$ cat config.mk
export PLATFORM = sky130hd
export DESIGN_NAME = fetch_sequencer
export DESIGN_NICKNAME = d
export VERILOG_FILES = /design/src/rtl/fetch_sequencer.sv
export SDC_FILE = /design/constraint.sdc
export NUM_CORES = 1
export LEC_CHECK = 0
export BUFFER_PORTS_ARGS = -buffer_cell sky130_fd_sc_hd__buf_2
export CORE_UTILIZATION = 46
export DETAILED_ROUTE_END_ITERATION = 10
export PLACE_DENSITY_LB_ADDON = 0.12
export SLEW_MARGIN = 10
export SYNTH_ARGS = -nofsm -noshare
export SYNTH_HDL_FRONTEND = slang
export SYNTH_SLANG_ARGS = --single-unit
export TNS_END_PERCENT = 30
$ cat constraint.sdc
create_clock -name clk -period 3.49 [get_ports clk]
set_input_delay 0.1745 -clock clk [delete_from_list [all_inputs] [get_ports clk]]
set_output_delay 0.1745 -clock clk [all_outputs]
set_load 0.02 [all_outputs]
$ cat src/rtl/fetch_sequencer.sv
// fetch_sequencer
// Multi-cycle fetch controller that owns the architectural program counter.
// Each instruction goes through a memory request, response capture, hand-off
// to the datapath and a PC load from the external next-PC datapath.
//
// State table:
//   S_REQ   | issue fetch request at pc_q (held off by stall_fetch)
//   S_WAIT  | request accepted, waiting for the instruction word
//   S_ISSUE | instruction presented to the datapath until inst_ready
//   S_FAULT | retired to a misaligned target; sticky until rst
//
// Ports:
//   clk, rst          clock, asynchronous active-high reset
//   next_pc           target computed for the presented instruction
//   stall_fetch       holds off new requests while high
//   imem_req_*        instruction memory request channel
//   imem_resp_*       instruction memory response channel
//   inst_valid/inst/inst_pc/inst_ready   datapath hand-off
//   fault             sticky misaligned-target fault
//   retired           count of retired instructions (wraps at 2^32)
module fetch_sequencer #(
    parameter logic [31:0] RESET_PC = 32'h0000_0000
) (
    input  logic        clk,
    input  logic        rst,
    input  logic [31:0] next_pc,
    input  logic        stall_fetch,
    output logic        imem_req_valid,
    output logic [31:0] imem_req_addr,
    input  logic        imem_req_ready,
    input  logic        imem_resp_valid,
    input  logic [31:0] imem_resp_data,
    output logic        inst_valid,
    output logic [31:0] inst,
    output logic [31:0] inst_pc,
    input  logic        inst_ready,
    output logic        fault,
    output logic [31:0] retired
);

    localparam logic [31:0] NOP = 32'h0000_0013;

    typedef enum logic [1:0] {
        S_REQ   = 2'd0,
        S_WAIT  = 2'd1,
        S_ISSUE = 2'd2,
        S_FAULT = 2'd3
    } state_t;

    state_t      state_q, state_d;
    logic [31:0] pc_q, pc_d;
    logic [31:0] inst_q, inst_d;
    logic [31:0] retired_q, retired_d;

    always_ff @(posedge clk or posedge rst) begin
        if (rst) begin
            state_q   <= S_REQ;
            pc_q      <= RESET_PC;
            inst_q    <= NOP;
            retired_q <= 32'd0;
        end else begin
            state_q   <= state_d;
            pc_q      <= pc_d;
            inst_q    <= inst_d;
            retired_q <= retired_d;
        end
    end

    always_comb begin
        state_d   = state_q;
        pc_d      = pc_q;
        inst_d    = inst_q;
        retired_d = retired_q;
        case (state_q)
            S_REQ: begin
                if (!stall_fetch && imem_req_ready) begin
                    state_d = S_WAIT;
                end
            end
            S_WAIT: begin
                if (imem_resp_valid) begin
                    inst_d  = imem_resp_data;
                    state_d = S_ISSUE;
                end
            end
            S_ISSUE: begin
                if (inst_ready) begin
                    // PC takes the target verbatim; a misaligned target is
                    // kept in the PC so it can be inspected after the fault.
                    pc_d      = next_pc;
                    retired_d = retired_q + 32'd1;
                    state_d   = (next_pc[1:0] == 2'b00) ? S_REQ : S_FAULT;
                end
            end
            S_FAULT: begin
                state_d = S_FAULT;
            end
            default: begin
                state_d = S_REQ;
            end
        endcase
    end

    assign imem_req_valid = (state_q == S_REQ) && !stall_fetch;
    assign imem_req_addr  = pc_q;
    assign inst_valid     = (state_q == S_ISSUE);
    assign inst           = inst_q;
    assign inst_pc        = pc_q;
    assign fault          = (state_q == S_FAULT);
    assign retired        = retired_q;

endmodule

==> flow_results.org <==
** Floorplanning
- Number of I/O pins :: ~200
- Overall die area :: around 9400 sq um
- Count of standard-cell rows :: 34
- Measured along the y axis, the die boundary spans just under 100 um.
- Initial Util :: 0.477
- Die X :: around 97 um
- Core ar. :: approximately 8700 sq um

** Critical path
- The startpoint identified for the worst register-to-register timing path is state_q[0].
- Along the worst path, the maximum fanout reaches 38.
- Category of the worst setup path launch point :: flop
- Crit path required time :: around 3.7 ns
- By startpoint and endpoint, the worst setup path is classified as reg -> reg.
- Critical path arrival :: around 2.4 ns
- Launching element of the worst setup path :: state_q[0]
- CP endpoint kind :: flop

** Power and ir drop
- Net Sw Power :: 1.72 mW
- The share of total power dissipated in the clock network is 0.163.
- The internal portion of the total power is ~2.4 mW.
- In this run the power density over the cells is ~780 nW/um^2.
- Sequential Power Share :: 0.425
- Summed over all cells, the static leakage comes to a little under 3 nW.
- The worst-case IR drop observed on VDD is a little over 0.5 mV.
- Switching share of power :: 0.414
- Of the total power, combinational logic draws 0.412.

** Yosys
- During synthesis, Yosys emitted a total of 0 warnings.
- Synth unique cells :: 32
- Share of async-settable or async-resettable flops after synthesis :: 1.00
- Post-synth EDFFs :: 0
- Number of instances in the synthesized netlist :: 372
- The share of synthesized area in the top cell type comes to 0.572.
- Per-instance average area after synthesis :: ~11 sq um
- By area the synthesized netlist is led by dfrtp_1, nand2_1, mux2_2, buf_4, xnor2_1.
- The synthesized design contains 98 register bits.
- Synthesized net count :: around 440
- For this run, the leading register cell type out of synthesis is dfrtp_1.
- Sequential share of the synthesized area :: 0.591
- Post-synthesis instance area :: approximately 4200 sq um
- Largest area contributor in the synthesized netlist :: dfrtp_1

** Global routing
- Largest net degree at the start of global routing :: 47
- The first global-routing pass estimated about 15 mm of wire.
- Overflow left after global routing :: 0
- Vias in the first global route :: about 3,200
- Initial antenna violation count :: 0
- In the global route stage, overall resource usage came out at 0.198.

** STA
- The count of final max-slew check failures was 0.
- Setup violations remaining at the end of the flow were counted as 0.
- The final-report hold violation count was 0.
- At the pin with the least slew margin, the transition time is around 1.1 ns.
- Adding up every negative setup slack in the final design gives 0 ns.
- The clock arrives with 0.0128 ns of skew.
- Post-layout min period :: around 2.2 ns
- Setup repair after global routing missed its margin :: no
- Static timing analysis puts the maximum clock frequency at between 0.4 and 0.5 GHz.
- In this run the tightest slew margin relative to its limit is 0.261.
- Worst hold-check slack :: around 0.015 ns
- Of the available clock period, the critical path in the final layout requires 0.629.

** CTS
- After clock tree synthesis, the clock-pin slew on the worst setup and hold paths is around 0.1 ns.
- Post-CTS repair changed the size of 0 cells.
- The number of hold buffers added after CTS was 12.
- The clock passes through at most 2 buffers.
- For the worst-skew pair, the clock arrives at the later sink with an insertion delay of 0.35 ns.
- In this run, CTS created clock tree buffers numbering 9.
- The cell sitting at the root of the clock tree is a clkbuf_8.
- TritonCTS clock tree :: yes
- Number of post-CTS setup repair buffers :: 0
- The H-tree was split into 3 levels.
- The clock net in this run drives a total of 98 sinks.

** Drt
- Detailed routing inserted a total of around 3,200 vias.
- Post-detailed-route via-to-cell ratio :: 4.76
- Detail-routed net length per standard cell :: about 14 um
- In the routed design, unresolved DRC markers number 0.
- Routed Antenna Nets :: 0
- Iteration-0 DRC Markers :: 116
- The first TritonRoute pass finished after 4 iterations.
- Wirelength, routed :: 9.06 mm

** Run status
- Outcome :: completed

** Place
- After legalization and detailed placement, the total HPWL measured about 6.6 mm.
- Port buffering added 200 buffers.
- Cell Count Post-Placement :: ~640
- Routability congestion estimate from global placement :: about 0.73
- Summing all placed instances gives a cell area of about 5000 sq um.

** Final layout
- Leaving out fill and tap cells, the most frequent cell in the layout is buf_2.
- Most used cells in the layout excluding fill and tap cells :: buf_2, nand2_1, dfrtp_1, mux2_2, xnor2_1
- Number of antenna cells inserted :: 0
- NumNets Final :: between 600 and 700
- Proportion of layout cells with a drive suffix above 1 :: 0.463
- Finished Layout Cells :: between 600 and 700
- Synthesis-to-finish area growth :: 28.4%
- With fillers left out, the area of the finished cells amounts to around 5300 sq um.
- Once layout is complete, the utilization of the core stands at 0.612.
- Layout filler cell count :: a little under 800

** Flow run
- Number of max-cap violations :: 0

** Hold path
- Hold_sp :: next_pc[31]
- Path class of the lowest-slack min-delay path :: in -> reg
worst max-delay path, cell delays in order (launching register included):
cell	delay, ns
dfrtp_1	0.46
and3b_1	0.24
buf_4	0.36
nand4_1	0.29
nor3_2	0.45
nand3_1	0.16
xnor2_1	0.15
state kept, by name, summed over array words and instances (netlist names):
signal and count:
state_q 2, retired 32, imem_req_addr 32, inst 32
worst paths after layout:
kind | cells past startpoint | endpoint | slack (ns)
max in group asynchronous | 4 | inst[1] | 2.19
min reg2reg | 1 | retired[31] | 0.48
min | 3 | imem_req_addr[31] | 0.02
min in group asynchronous | 3 | imem_req_addr[13] | 0.45
max | 6 | retired[31] | 1.30
max reg2reg | 6 | retired[31] | 1.30
cell usage after synthesis, drive strengths merged (2+ instances only):
cell / count
xnor2: 22
buf: 34
and2: 4
nor3: 4
mux2: 32
and3: 5
nor2: 6
nand2: 114
dfstp: 3
nor4: 2
dfrtp: 95
and4: 4
nand4: 5
xor2: 9
clkbuf: 9
nand3: 14
metrics by stage:
step | power, mW | setup slack [ns]
after floorplan | 3.07 | 0.758
after global placement | 3.48 | 1.33
after detailed placement | 3.51 | 1.27
after CTS | 4.20 | 1.29
after global routing | 4.40 | 1.09
final | 4.16 | 1.30
final cells by class:
type / count / area [sq um] / area share
flip-flops and latches: 98 / 2460 / 0.460
multi-input cells: 230 / 1410 / 0.264
repair buffers: 216 / 1150 / 0.216
clock buffers: 12 / 155 / 0.0291
well taps: 108 / 135 / 0.0253
clock inverters: 4 / 26.3 / 0.00492
inverters: 1 / 6.26 / 0.00117
metal layers:
layer,share of wire,routed length [um],global-route usage
met1,0.43,3900,0.247
met2,0.49,4450,0.336
met3,0.065,586,0.0482
met4,0.013,121,0.0677
met5,0,0,0
cells by family (layout without fill, tap and decap cells):
group,after synthesis,in the layout,synth area share
fa+ha+maj,1,1,0.00301
simple gates,163,163,0.179
flops,98,98,0.591
mux,32,32,0.0866
compound gates,3,3,0.00481
xor+xnor,31,31,0.0653
buf+inv,44,233,0.0707
power by group through the flow:
stage / logic, mW / registers [mW] / clock network [mW]
finish: 1.71 / 1.77 / 0.678
floorplan: 0.822 / 2.25 / 0
detailed placement: 1.72 / 1.79 / 0
global route: 1.83 / 1.83 / 0.744
CTS: 1.73 / 1.77 / 0.700
global placement: 1.71 / 1.77 / 0
(Power assumes the default switching activity.)
